## src/rtl/apb_master_pkg.sv

```systemverilog
// rtl/apb_master_pkg.sv - shared types and defaults for the APB master bridge
package apb_master_pkg;

    localparam int unsigned APB_MST_ADDR_WIDTH     = 12;
    localparam int unsigned APB_MST_DATA_WIDTH     = 32;
    localparam int unsigned APB_MST_TIMEOUT_CYCLES = 255;

    typedef enum logic [1:0] {
        IDLE   = 2'd0,
        SETUP  = 2'd1,
        ACCESS = 2'd2
    } apb_mst_state_e;

    typedef struct packed {
        logic                          write;
        logic [APB_MST_ADDR_WIDTH-1:0] addr;
        logic [APB_MST_DATA_WIDTH-1:0] wdata;
    } apb_mst_req_t;

    typedef struct packed {
        logic [APB_MST_DATA_WIDTH-1:0] rdata;
        logic                          err;
        logic                          timeout;
    } apb_mst_rsp_t;

endpackage

```

## src/rtl/apb_master_wdog.sv

```systemverilog
// rtl/apb_master_wdog.sv - ACCESS wait-state counter for the optional transfer timeout
module apb_master_wdog
    import apb_master_pkg::*;
#(
    parameter int unsigned TIMEOUT_CYCLES = APB_MST_TIMEOUT_CYCLES
) (
    input  logic clk_i,
    input  logic resetn_i,
    input  logic clear_i,
    input  logic count_i,
    output logic expired_o
);

    localparam int unsigned CNT_W = $clog2(TIMEOUT_CYCLES + 1);

    logic [CNT_W-1:0] cnt_q;

    assign expired_o = (cnt_q == CNT_W'(TIMEOUT_CYCLES));

    // Saturates at the limit so a late PREADY can never wrap it back to zero.
    always_ff @(posedge clk_i) begin
        if (!resetn_i || clear_i) begin
            cnt_q <= '0;
        end else if (count_i && !expired_o) begin
            cnt_q <= cnt_q + 1'b1;
        end
    end

endmodule

```

## src/rtl/apb_master_bridge.sv

```systemverilog
// rtl/apb_master_bridge.sv - single-outstanding valid/ready to APB initiator
// Optional ACCESS timeout enabled by defining APB_MASTER_TIMEOUT_EN.
module apb_master_bridge
    import apb_master_pkg::*;
#(
    parameter int unsigned APB_ADDR_WIDTH = APB_MST_ADDR_WIDTH,
    parameter int unsigned APB_DATA_WIDTH = APB_MST_DATA_WIDTH,
    parameter int unsigned TIMEOUT_CYCLES = APB_MST_TIMEOUT_CYCLES
) (
    input  logic                      HCLK,
    input  logic                      HRESETn,
    input  logic                      req_valid_i,
    output logic                      req_ready_o,
    input  logic                      req_write_i,
    input  logic [APB_ADDR_WIDTH-1:0] req_addr_i,
    input  logic [APB_DATA_WIDTH-1:0] req_wdata_i,
    output logic                      rsp_valid_o,
    input  logic                      rsp_ready_i,
    output logic [APB_DATA_WIDTH-1:0] rsp_rdata_o,
    output logic                      rsp_err_o,
    output logic                      rsp_timeout_o,
    output logic [APB_ADDR_WIDTH-1:0] PADDR,
    output logic [APB_DATA_WIDTH-1:0] PWDATA,
    output logic                      PWRITE,
    output logic                      PSEL,
    output logic                      PENABLE,
    input  logic [APB_DATA_WIDTH-1:0] PRDATA,
    input  logic                      PREADY,
    input  logic                      PSLVERR
);

    apb_mst_state_e            state_q;
    logic [APB_ADDR_WIDTH-1:0] paddr_q;
    logic [APB_DATA_WIDTH-1:0] pwdata_q;
    logic                      pwrite_q;
    logic                      psel_q;
    logic                      penable_q;
    logic                      rsp_valid_q;
    logic [APB_DATA_WIDTH-1:0] rsp_rdata_q;
    logic                      rsp_err_q;
    logic                      rsp_timeout_q;
    logic                      timeout_hit;

`ifdef APB_MASTER_TIMEOUT_EN
    logic wdog_expired;

    apb_master_wdog #(
        .TIMEOUT_CYCLES (TIMEOUT_CYCLES)
    ) u_wdog (
        .clk_i     (HCLK),
        .resetn_i  (HRESETn),
        .clear_i   (state_q == SETUP),
        .count_i   ((state_q == ACCESS) && !PREADY),
        .expired_o (wdog_expired)
    );

    assign timeout_hit = wdog_expired;
`else
    logic unused_timeout_cfg;
    assign unused_timeout_cfg = (TIMEOUT_CYCLES != 0);
    assign timeout_hit        = 1'b0;
`endif

    // A new request may enter only when the response slot is free or draining this cycle.
    assign req_ready_o   = HRESETn && (state_q == IDLE) && (!rsp_valid_q || rsp_ready_i);

    assign PADDR         = paddr_q;
    assign PWDATA        = pwdata_q;
    assign PWRITE        = pwrite_q;
    assign PSEL          = psel_q;
    assign PENABLE       = penable_q;
    assign rsp_valid_o   = rsp_valid_q;
    assign rsp_rdata_o   = rsp_rdata_q;
    assign rsp_err_o     = rsp_err_q;
    assign rsp_timeout_o = rsp_timeout_q;

    always_ff @(posedge HCLK) begin
        if (!HRESETn) begin
            state_q       <= IDLE;
            paddr_q       <= '0;
            pwdata_q      <= '0;
            pwrite_q      <= 1'b0;
            psel_q        <= 1'b0;
            penable_q     <= 1'b0;
            rsp_valid_q   <= 1'b0;
            rsp_rdata_q   <= '0;
            rsp_err_q     <= 1'b0;
            rsp_timeout_q <= 1'b0;
        end else begin
            if (rsp_valid_q && rsp_ready_i) begin
                rsp_valid_q   <= 1'b0;
                rsp_rdata_q   <= '0;
                rsp_err_q     <= 1'b0;
                rsp_timeout_q <= 1'b0;
            end

            case (state_q)
                IDLE: begin
                    if (req_valid_i && req_ready_o) begin
                        paddr_q   <= req_addr_i;
                        pwdata_q  <= req_wdata_i;
                        pwrite_q  <= req_write_i;
                        psel_q    <= 1'b1;
                        penable_q <= 1'b0;
                        state_q   <= SETUP;
                    end
                end
                SETUP: begin
                    penable_q <= 1'b1;
                    state_q   <= ACCESS;
                end
                ACCESS: begin
                    // PREADY wins over an expiring timeout in the same cycle.
                    if (PREADY) begin
                        rsp_valid_q   <= 1'b1;
                        rsp_err_q     <= PSLVERR;
                        rsp_timeout_q <= 1'b0;
                        rsp_rdata_q   <= pwrite_q ? '0 : PRDATA;
                        psel_q        <= 1'b0;
                        penable_q     <= 1'b0;
                        state_q       <= IDLE;
                    end else if (timeout_hit) begin
                        rsp_valid_q   <= 1'b1;
                        rsp_err_q     <= 1'b1;
                        rsp_timeout_q <= 1'b1;
                        rsp_rdata_q   <= '0;
                        psel_q        <= 1'b0;
                        penable_q     <= 1'b0;
                        state_q       <= IDLE;
                    end
                end
                default: begin
                    psel_q    <= 1'b0;
                    penable_q <= 1'b0;
                    state_q   <= IDLE;
                end
            endcase
        end
    end

endmodule
```

## config.mk

```make
export PLATFORM = sky130hd
export DESIGN_NAME = apb_master_bridge
export DESIGN_NICKNAME = d
export VERILOG_FILES = /design/src/rtl/apb_master_pkg.sv /design/src/rtl/apb_master_wdog.sv /design/src/rtl/apb_master_bridge.sv
export SDC_FILE = /design/constraint.sdc
export NUM_CORES = 1
export LEC_CHECK = 0
export CORE_ASPECT_RATIO = 2
export CORE_MARGIN = 2
export CORE_UTILIZATION = 42
export CTS_BUF_LIST = sky130_fd_sc_hd__clkbuf_8
export CTS_CLUSTER_DIAMETER = 120
export DETAILED_ROUTE_END_ITERATION = 8
export PLACE_DENSITY = 0.87
export SYNTH_ARGS = -nofsm -noshare
export SYNTH_HDL_FRONTEND = slang
export SYNTH_SLANG_ARGS = --single-unit
```

## constraint.sdc

```tcl
create_clock -name HCLK -period 4.45 [get_ports HCLK]
set_clock_uncertainty 0.2 [all_clocks]
set_input_delay 1.335 -clock HCLK [delete_from_list [all_inputs] [get_ports HCLK]]
set_output_delay 1.335 -clock HCLK [all_outputs]
set_load 0.01 [all_outputs]
```

=== Word-level counts from Yosys, hierarchy flattened ===
Index checks and enable logic that the tools add are counted.

* Eq/ne operators: 4
* Mux-type cells: 21
* Bitwise operators: 1
* Reductions and logical operators: 10

{| class="wikitable"
|+ Operators with widths
! operator !! count
|-
| 2-to-1 mux 32 bit || 4
|-
| 2-to-1 mux 1 bit || 12
|-
| one-hot mux 1 bit (3 select lines) || 2
|-
| one-hot mux 2 bit (3 select lines) || 1
|-
| logical AND 1 bit || 4
|-
| 2-to-1 mux 2 bit || 2
|-
| AND reduction 2 bit || 2
|-
| AND reduction 3 bit || 1
|-
| equality test 2 x 1 -> 1 bit, second input constant || 1
|-
| equality test 2 bit, second input constant || 1
|-
| logical NOT 2 bit || 1
|-
| != test 2 x 1 -> 1 bit, second input constant || 1
|-
| != test 2 bit, second input constant || 1
|-
| logical NOT 1 bit || 1
|-
| logical OR 1 bit || 1
|-
| inverter 1 bit || 1
|}

* Bits in registers: 84
* Input port bits: 83
* Logic and storage cells: 46

=== Logic depth before layout (Yosys ltp) ===
Gate-level depths: netlist of the first run.

* Depth after elaboration: 6
* Depth in mapped cells: 7
* Depth with buffers taken out: 3

=== Worst setup path after synthesis of the first run ===
No wires, ideal clock.

* Path kind: input -> output
* Start point: input port HRESETn
* End point: output port req_ready_o
* Arrival time: 2.018 ns
* Data required time: 2.915 ns
* Setup slack: 0.897 ns
* Cell stages on the path: 3
* Cells stage by stage: buf_2 -> clkbuf_1 -> and4bb_2

* Cells in the longest elaborated chain, start to end: 2

{| class="wikitable"
|+ RTL lines
! element !! RTL line !! text
|-
| start: declaration || apb_master_bridge.sv:11 || <nowiki>input logic HRESETn,</nowiki>
|-
| logical AND 1 bit (2 in series) || apb_master_bridge.sv:65 || <nowiki>assign req_ready_o = HRESETn && (state_q == IDLE) && (!rsp_valid_q || rsp_ready_i);</nowiki>
|-
| end: declaration || apb_master_bridge.sv:13 || <nowiki>output logic req_ready_o,</nowiki>
|}

No other way between the ends.

=== Worst setup path after layout of the first run ===
* Start point: input port rsp_ready_i
* End point: output port req_ready_o

* Cells in the longest elaborated chain, start to end: 2

{| class="wikitable"
|+ RTL lines
! element !! RTL line !! text
|-
| start: declaration || apb_master_bridge.sv:18 || <nowiki>input logic rsp_ready_i,</nowiki>
|-
| logical OR 1 bit || apb_master_bridge.sv:65 ||
|-
| logical AND 1 bit || apb_master_bridge.sv:65 ||
|}

No other way between the ends.

==> results of run 1 <==
logic make-up (layout without fill, tap and decap cells):
family / after synthesis / in the layout
AOI/OAI and AO/OA: 81 / 81
buffers and inverters: 28 / 185
DFF: 83 / 83
muxes: 1 / 1
and+or+nand+nor: 104 / 104
metrics by stage:
step / hold WS, ns / power, W / utilization / setup slack [ns] / instance area, um2
after global routing: 0.282 / 0.00168 / 0.698 / 0.173 / 4810
after floorplan: 0.280 / 0.000922 / - / 0.897 / 2960
after CTS: 0.260 / 0.00163 / 0.698 / 0.229 / 4810
after detailed placement: 0.250 / 0.00109 / 0.669 / 0.238 / 4600
final: 0.258 / 0.00162 / 0.698 / 0.231 / 4810
after global placement: 0.244 / 0.00108 / 0.669 / 0.239 / 4600
flip-flops by register name, summed over array words and instances (netlist names):
name / cells
PSEL: 1
rsp_valid_o: 1
PWDATA: 32
rsp_rdata_o: 32
PWRITE: 1
rsp_err_o: 1
rsp_timeout_o: 1
PADDR: 12
state_q: 2
power groups by stage:
stage | combinational (W) | clock (W) | sequential (W)
after floorplan | 0.0000824 | 0 | 0.000840
after global placement | 0.000260 | 0 | 0.000820
after detailed placement | 0.000266 | 0 | 0.000822
after CTS | 0.000268 | 0.000561 | 0.000805
after global routing | 0.000285 | 0.000589 | 0.000810
final | 0.000265 | 0.000550 | 0.000805
layout make-up:
class                   count  area share
repair buffers            169       0.349
flip-flops and latches     83       0.346
multi-input cells         186       0.240
clock buffers              11      0.0315
well taps                  90      0.0234
clock inverters             5      0.0109
layer usage:
| metal | up-vias | share of wire | GRT usage |
|---|---|---|---|
| li1 | 1355 | - | - |
| met1 | 1296 | 0.36 | 0.241 |
| met2 | 131 | 0.53 | 0.403 |
| met3 | 32 | 0.057 | 0.0467 |
| met4 | 0 | 0.046 | 0.152 |
| met5 | - | 0 | 0 |
worst max-delay path, delay by kind of cell:
family	cells	cell delay, ns
buffers and inverters	2	1.00
and+or+nand+nor	2	0.35
placed cells by master, fill, tap and decap left out, types with 2 or more instances in the layout:
cell and instances:
clkdlybuf4s50_1 164, dfxtp_1 83, nand2_1 46, nand3_1 46, a22o_1 32, o21ai_2 29
o21ai_0 17, clkbuf_8 11, buf_4 4, and4bb_2 2, nand4b_1 2, a21boi_0 2
clkinv_2 2
worst paths after layout:
check                                        startpoint                         end  slack, ns
worst max register to register  state_q[0]$_SDFFE_PN0P_  rsp_rdata_o[28]$_SDFF_PN0_       2.30
worst min-delay path              PADDR[1]$_SDFFE_PN0P_       PADDR[1]$_SDFFE_PN0P_       0.26
worst max-delay path                        rsp_ready_i                 req_ready_o       0.23
worst min register to register    PADDR[1]$_SDFFE_PN0P_       PADDR[1]$_SDFFE_PN0P_       0.26
==> results.tsv, run 1 <==
stage	metric	value	unit
floorplan	core_region_area	0.00689	mm2
synth	yosysMostFrequentCell	dfxtp_1	
drt	vias	2814	
synth	synth.distinct_cells	23	
worst_setup_path	arrival	2.68	ns
synth	ys_seq_elements	83	
drt	drt_iter0_drc	141	
power_and_ir_drop	netSwitchingPower	0.000392	W
grt	overflow	0	
grt	antenna_found_initial	0	
floorplan	start_util	0.430	
sta	max_freq	237	MHz
power_and_ir_drop	leakage	1.78	nW
sta	rsz0062_at_grt	no	
worst_setup_path	cp_slowest_stage_delay	0.53	ns
sta	setup_violations	0	
final_layout	final_nets	532	
synth	synth_compound_area_frac	0.218	
synth	synth.top_cells.by_count	dfxtp_1, nand2_1, nand3_1, a22o_1, o21ai_2	
sta	tns	0	ns
cts	cts.sinks	83	
power_and_ir_drop	pwr-share-comb	0.164	
worst_setup_path	ff2ff_path_depth	3	
synth	yosys-mux-area-fraction	0.00338	
synth	ys.flop_type	dfxtp_1	
floorplan	rows	43	
worst_setup_path	crit_path_frequent_cell	clkdlybuf4s50_1	
drt	drcViolationCount	0	
synth	yosys.area.top_type_share	0.561	
sta	tightest_slew	1.23	ns
final_layout	stdcell_count	544	
cts	cts_setup_buffers	0	
final_layout	drive_gt1_frac	0.119	
synth	synth_edf_count	0	
drt	final_antenna_net_count	0	
cts	clkLatencyLatePin	0.35	ns
flow_run	cap_viol_max_count	0	
sta	slew_viol_final	0	
worst_setup_path	startpoint_type	primary input	
worst_setup_path	cp_cell_sequence	clkdlybuf4s50_1, nand2b_2, and4bb_2, clkdlybuf4s50_1	
placed_design	placed_cells	528	
worst_setup_path	cp_slowest_cell	clkdlybuf4s50_1	
final_layout	diodes	0	
hold_path	hp-class	reg2reg	
synth	async_flop_share	0	
cts	cts_resized	0	
grt	grt_max_degree	53	
synth	synthesis.nets	380	
floorplan	die_h	123	um
final_layout	area_growth	62.4	%
sta	relSlewSlack	0.183	
final_layout	final-seq-area	0.00166	mm2
drt	wirelength	8.76	mm
power_and_ir_drop	p_per_area	337	mW/mm2
floorplan	dieArea	0.00778	mm2
synth	seq_area_frac_synth	0.561	
synth	syn_area_per_cell	9.97	um2
synth	synth_area_leaders	dfxtp_1, a22o_1, o21ai_2	
synth	yosysWarnings	0	
synth	synth_top_family_by_area	compound AO/OA/AOI/OAI gates	
drt	first_pass_iters	4	
floorplan	fp.dieW	63.4	um
worst_setup_path	critical_path.max_fanout	2	
grt	grt_pass1_wl	13.6	mm
sta	finalHoldViolations	0	
cts	hold_buffers	0	
worst_setup_path	crit_required	2.91	ns
placed_design	place_congestion	0.806	
power_and_ir_drop	peakVddDrop	0.000257	V
final_layout	multi_input_comb_area	0.00115	mm2
cts	cts_tree	done	
synth	synth_area	0.00296	mm2
sta	finalCriticalPeriod	4.22	ns
power_and_ir_drop	p_int	0.00123	W
synth	post_synth_xor_area_fraction	0	
cts	cts_htree_levels	3	
synth	yosysTopAreaCell	dfxtp_1	
drt	wl_per_cell	16.1	um
placed_design	portBuffers	165	
cts	numCtsBuffers	9	
cts	cts.reportedPaths.clkPinSlew	0.07	ns
power_and_ir_drop	switching_share	0.242	
worst_setup_path	path_class	in2out	
synth	synthAdderAreaFrac	0	
power_and_ir_drop	p_seq_frac	0.497	
cts	cts.path.max_buffers	2	
power_and_ir_drop	p_clk_frac	0.340	
sta	period_share	0.948	
grt	grt_usage	0.229	
placed_design	dp_hpwl	6.16	mm
status	status	complete, no violations	
floorplan	io_pins	166	
grt	grt_pass1_vias	2729	
synth	yosys.area_share.simple	0.167	
drt	viasPerCell	5.17	
final_layout	fillCellCount	527	
worst_setup_path	cp-end-kind	output port	
synth	synthCells	297	
cts	root_buffer	clkbuf_8	
hold_path	holdPathStages	2	
Power figures use the tool's default switching activity.
==> run 2: changes to the inputs <==
--- a/config.mk
+++ b/config.mk
@@ -6,7 +6,6 @@
 export NUM_CORES = 1
 export LEC_CHECK = 0
 export CORE_ASPECT_RATIO = 2
-export CORE_MARGIN = 2
 export CORE_UTILIZATION = 42
 export CTS_BUF_LIST = sky130_fd_sc_hd__clkbuf_8
 export CTS_CLUSTER_DIAMETER = 120
==> run 2 against run 1 <==
Hold slack improved by 0.0024 ns. Non-clock buffer count unchanged. Sequential power about the same. Clock power increased by 9.5%. Largest cell class unchanged. Highest routed layer unchanged.
==> results.tsv, run 2 (synthesis results as in run 1) <==
stage	metric	value	unit
worst_setup_path	cp-end-kind	output port	
floorplan	start_util	0.430	
drt	viasPerCell	5.22	
sta	timing.hold.ws	0.261	ns
floorplan	fp.dieW	61.4	um
sta	max_freq	237	MHz
worst_setup_path	path_class	in2out	
cts	cts_resized	0	
placed_design	post-place-ws	0.237	ns
cts	cts_htree_levels	3	
sta	period_share	0.947	
status	status	complete, no violations	
final_layout	layout_common_cells	clkdlybuf4s50_1, dfxtp_1, nand2_1, nand3_1, a22o_1	
final_layout	diodes	0	
drt	wirelength	8.64	mm
worst_setup_path	ff2ff_path_depth	3	
grt	grt_pass1_wl	13.1	mm
drt	drt_iter0_drc	211	
cts	cts.sinks	83	
drt	vias	2838	
sta	tns	0	ns
cts	cts.path.max_buffers	2	
floorplan	io_pins	166	
grt	overflow	0	
sta	setup_violations	0	
worst_setup_path	critical_path.max_fanout	2	
final_layout	fin_area	0.00483	mm2
cts	cts_tree	done	
grt	grt_max_degree	53	
flow_run	cap_viol_max_count	0	
sta	finalCriticalPeriod	4.21	ns
power_and_ir_drop	peakVddDrop	0.000234	V
floorplan	die_h	121	um
cts	cts_setup_buffers	0	
final_layout	area_growth	63.1	%
grt	grt_usage	0.239	
sta	slew_viol_final	0	
sta	rsz0062_at_grt	no	
hold_path	holdPathStages	2	
drt	final_antenna_net_count	0	
grt	grt_pass1_vias	2703	
hold_path	hp-class	reg2reg	
sta	tightest_slew	1.19	ns
worst_setup_path	arrival	2.68	ns
worst_setup_path	crit_required	2.91	ns
final_layout	layout_commonest_cell	clkdlybuf4s50_1	
power_and_ir_drop	p_per_area	346	mW/mm2
sta	finalHoldViolations	0	
grt	antenna_found_initial	0	
final_layout	drive_gt1_frac	0.121	
cts	numCtsBuffers	9	
final_layout	final_nets	532	
power_and_ir_drop	leakage	1.79	nW
cts	hold_buffers	0	
floorplan	rows	43	
placed_design	dp_hpwl	6.05	mm
placed_design	place_area	0.00460	mm2
drt	wl_per_cell	15.9	um
cts	clkLatencyLatePin	0.35	ns
cts	root_buffer	clkbuf_8	
floorplan	dieArea	0.00741	mm2
placed_design	portBuffers	165	
drt	first_pass_iters	4	
worst_setup_path	startpoint_type	primary input	
floorplan	core_region_area	0.00689	mm2
placed_design	place_congestion	0.753	
cts	cts.reportedPaths.clkPinSlew	0.08	ns
drt	drcViolationCount	0	
sta	setup_slack	0.237	ns
sta	relSlewSlack	0.207	
[run 2: path summary, 6_finish.rpt]
| check | end | from | slack [ns] |
|---|---|---|---|
| worst max register to register | rsp_rdata_o[30]$_SDFF_PN0_ | state_q[0]$_SDFFE_PN0P_ | 2.32 |
| worst min register to register | PADDR[4]$_SDFFE_PN0P_ | PADDR[4]$_SDFFE_PN0P_ | 0.26 |
| worst max-delay path | req_ready_o | rsp_ready_i | 0.24 |
| worst min-delay path | PADDR[4]$_SDFFE_PN0P_ | PADDR[4]$_SDFFE_PN0P_ | 0.26 |
[run 2: layer usage]
layer	routed length, um	global-route usage	vias to the layer above	part of all wire
met1	3220	0.265	1324	0.37
met5	0	0	-	0
met4	377	0.156	0	0.044
met3	549	0.0513	27	0.064
li1	-	-	1359	-
met2	4500	0.393	128	0.52
[run 2: power breakdown]
part	switching, W	leakage [nW]	internal, W
logic	0.000107	0.996	0.000158
clock network	0.000282	0.114	0.000321
registers	0.0000219	0.678	0.000783
total	0.000410	1.79	0.00126
[run 2: critical path: stages]
cell	delay (ns)
clkdlybuf4s50_1	0.47
nand2b_2	0.12
and4bb_2	0.22
clkdlybuf4s50_1	0.54
[run 2: area by class of cell]
type	count	area, um2
clock buffers	9	124
clock inverters	7	100
fillers	524	2060
multi-input cells	186	1150
flip-flops and latches	83	1660
well taps	90	113
repair buffers	169	1680
[run 2: stage by stage]
step,power [W],instances,util
floorplan,0.000922,297,-
global placement,0.00108,528,0.669
detailed placement,0.00109,528,0.669
CTS,0.00169,544,0.701
global route,0.00175,544,0.701
finish,0.00167,544,0.701
==> run 3: changes to the inputs <==
--- a/config.mk
+++ b/config.mk
@@ -10,7 +10,9 @@
 export CTS_BUF_LIST = sky130_fd_sc_hd__clkbuf_8
 export CTS_CLUSTER_DIAMETER = 120
 export DETAILED_ROUTE_END_ITERATION = 8
+export MAX_ROUTING_LAYER = met4
 export PLACE_DENSITY = 0.87
+export SETUP_SLACK_MARGIN = 0.2
 export SYNTH_ARGS = -nofsm -noshare
 export SYNTH_HDL_FRONTEND = slang
 export SYNTH_SLANG_ARGS = --single-unit
==> run 3 against run 2 <==
Critical path depth did not move. Clock power increased by 0.7%. Die area is the same. Clock-buffer cell count unchanged. Cell area barely moved. Total power grew 0.19%. Routed wire length is 0.10% lower. Largest cell class unchanged. Highest routed layer unchanged.
==> results.tsv, run 3 (synthesis results as in run 1) <==
stage	metric	value	unit
sta	tightest_slew	1.16	ns
flow_run	cap_viol_max_count	0	
floorplan	core_region_area	0.00689	mm2
grt	grt_max_degree	53	
grt	antenna_found_initial	0	
drt	vias	2819	
floorplan	dieArea	0.00741	mm2
cts	cts_tree	done	
drt	final_antenna_net_count	0	
worst_setup_path	arrival	2.32	ns
cts	hold_buffers	0	
final_layout	fillCellCount	522	
drt	wl_per_cell	15.9	um
worst_setup_path	path_class	in2out	
cts	cts.sinks	83	
sta	slew_viol_final	0	
placed_design	dp_hpwl	6.05	mm
grt	grt_pass1_wl	13.1	mm
cts	root_buffer	clkbuf_8	
drt	wirelength	8.63	mm
cts	cts_htree_levels	3	
final_layout	layout_common_cells	clkdlybuf4s50_1, dfxtp_1, nand2_1, nand3_1, a22o_1	
grt	grt_usage	0.245	
power_and_ir_drop	leakage	1.80	nW
floorplan	die_h	121	um
placed_design	portBuffers	165	
worst_setup_path	startpoint_type	primary input	
sta	max_freq	259	MHz
sta	period_share	0.866	
power_and_ir_drop	total_power	0.00168	W
floorplan	rows	43	
final_layout	multi_input_comb_area	0.00115	mm2
worst_setup_path	crit_required	2.91	ns
floorplan	io_pins	166	
sta	timing.hold.ws	0.262	ns
sta	setup_violations	0	
sta	finalHoldViolations	0	
cts	clkLatencyLatePin	0.35	ns
floorplan	fp.dieW	61.4	um
floorplan	start_util	0.430	
final_layout	drive_gt1_frac	0.121	
sta	tns	0	ns
cts	numCtsBuffers	9	
power_and_ir_drop	peakVddDrop	0.000234	V
drt	drcViolationCount	0	
drt	drt_iter0_drc	223	
drt	first_pass_iters	4	
placed_design	placed_cells	528	
final_layout	diodes	0	
final_layout	final_nets	532	
cts	cts.path.max_buffers	2	
final_layout	area_growth	63.2	%
power_and_ir_drop	p_per_area	347	mW/mm2
placed_design	place_congestion	0.762	
hold_path	hp-class	reg2reg	
cts	cts.reportedPaths.clkPinSlew	0.08	ns
worst_setup_path	critical_path.max_fanout	2	
status	status	complete, no violations	
worst_setup_path	cp-end-kind	output port	
grt	grt_pass1_vias	2708	
drt	viasPerCell	5.18	
final_layout	layout_commonest_cell	clkdlybuf4s50_1	
grt	overflow	0	
sta	rsz0062_at_grt	no	
final_layout	final-seq-area	0.00166	mm2
final_layout	stdcell_count	544	
sta	relSlewSlack	0.226	
sta	finalCriticalPeriod	3.86	ns
==> run 3: final timing paths <==
check	from	end	slack, ns	depth (start not counted)
hold / removal	rsp_timeout_o$_SDFF_PN0_	rsp_timeout_o$_SDFF_PN0_	0.26	1
hold reg to reg	rsp_timeout_o$_SDFF_PN0_	rsp_timeout_o$_SDFF_PN0_	0.26	1
setup / recovery	rsp_ready_i	req_ready_o	0.59	4
setup reg to reg	state_q[0]$_SDFFE_PN0P_	rsp_rdata_o[30]$_SDFF_PN0_	2.33	3
==> run 3: repair_timing <==
action	CTS	global route
setup buffers	0	0
setup endpoints to repair	0	1
gates resized for setup	0	1
hold endpoints to repair	0	0
==> run 3: stage by stage <==
step	setup slack (ns)	instance area [um2]	utilization
2_1_floorplan	0.897	2960	-
3_3_place_gp	0.229	4600	0.669
3_5_place_dp	0.237	4600	0.669
4_1_cts	0.230	4830	0.701
5_1_grt	0.559	4830	0.701
6_report	0.595	4830	0.701
==> run 3: layer usage <==
layer | routed length (um) | share of wire | vias to the layer above | track usage
met1 | 3240 | 0.38 | 1308 | 0.268
met4 | 392 | 0.045 | 0 | 0.156
met5 | 0 | 0 | - | -
li1 | - | - | 1357 | -
met2 | 4500 | 0.52 | 127 | 0.395
met3 | 500 | 0.058 | 27 | 0.0439
==> run 3: critical path, stage by stage <==
cell and delay [ns]:
clkdlybuf4s50_1 0.41, nand2b_2 0.19, and4bb_2 0.22, dlymetal6s2s_1 0.17
==> run 3: where the power goes <==
group	switching [W]	internal [W]
Sequential	0.0000218	0.000783
Combinational	0.000107	0.000158
Clock	0.000285	0.000321
==> run 3: final cells by class <==
| class | instances | share of cell area |
|---|---|---|
| Clock buffer | 9 | 0.0256 |
| Multi-Input combinational cell | 186 | 0.239 |
| Tap cell | 90 | 0.0233 |
| Clock inverter | 7 | 0.0207 |
| Sequential cell | 83 | 0.344 |
| Timing Repair Buffer | 169 | 0.348 |
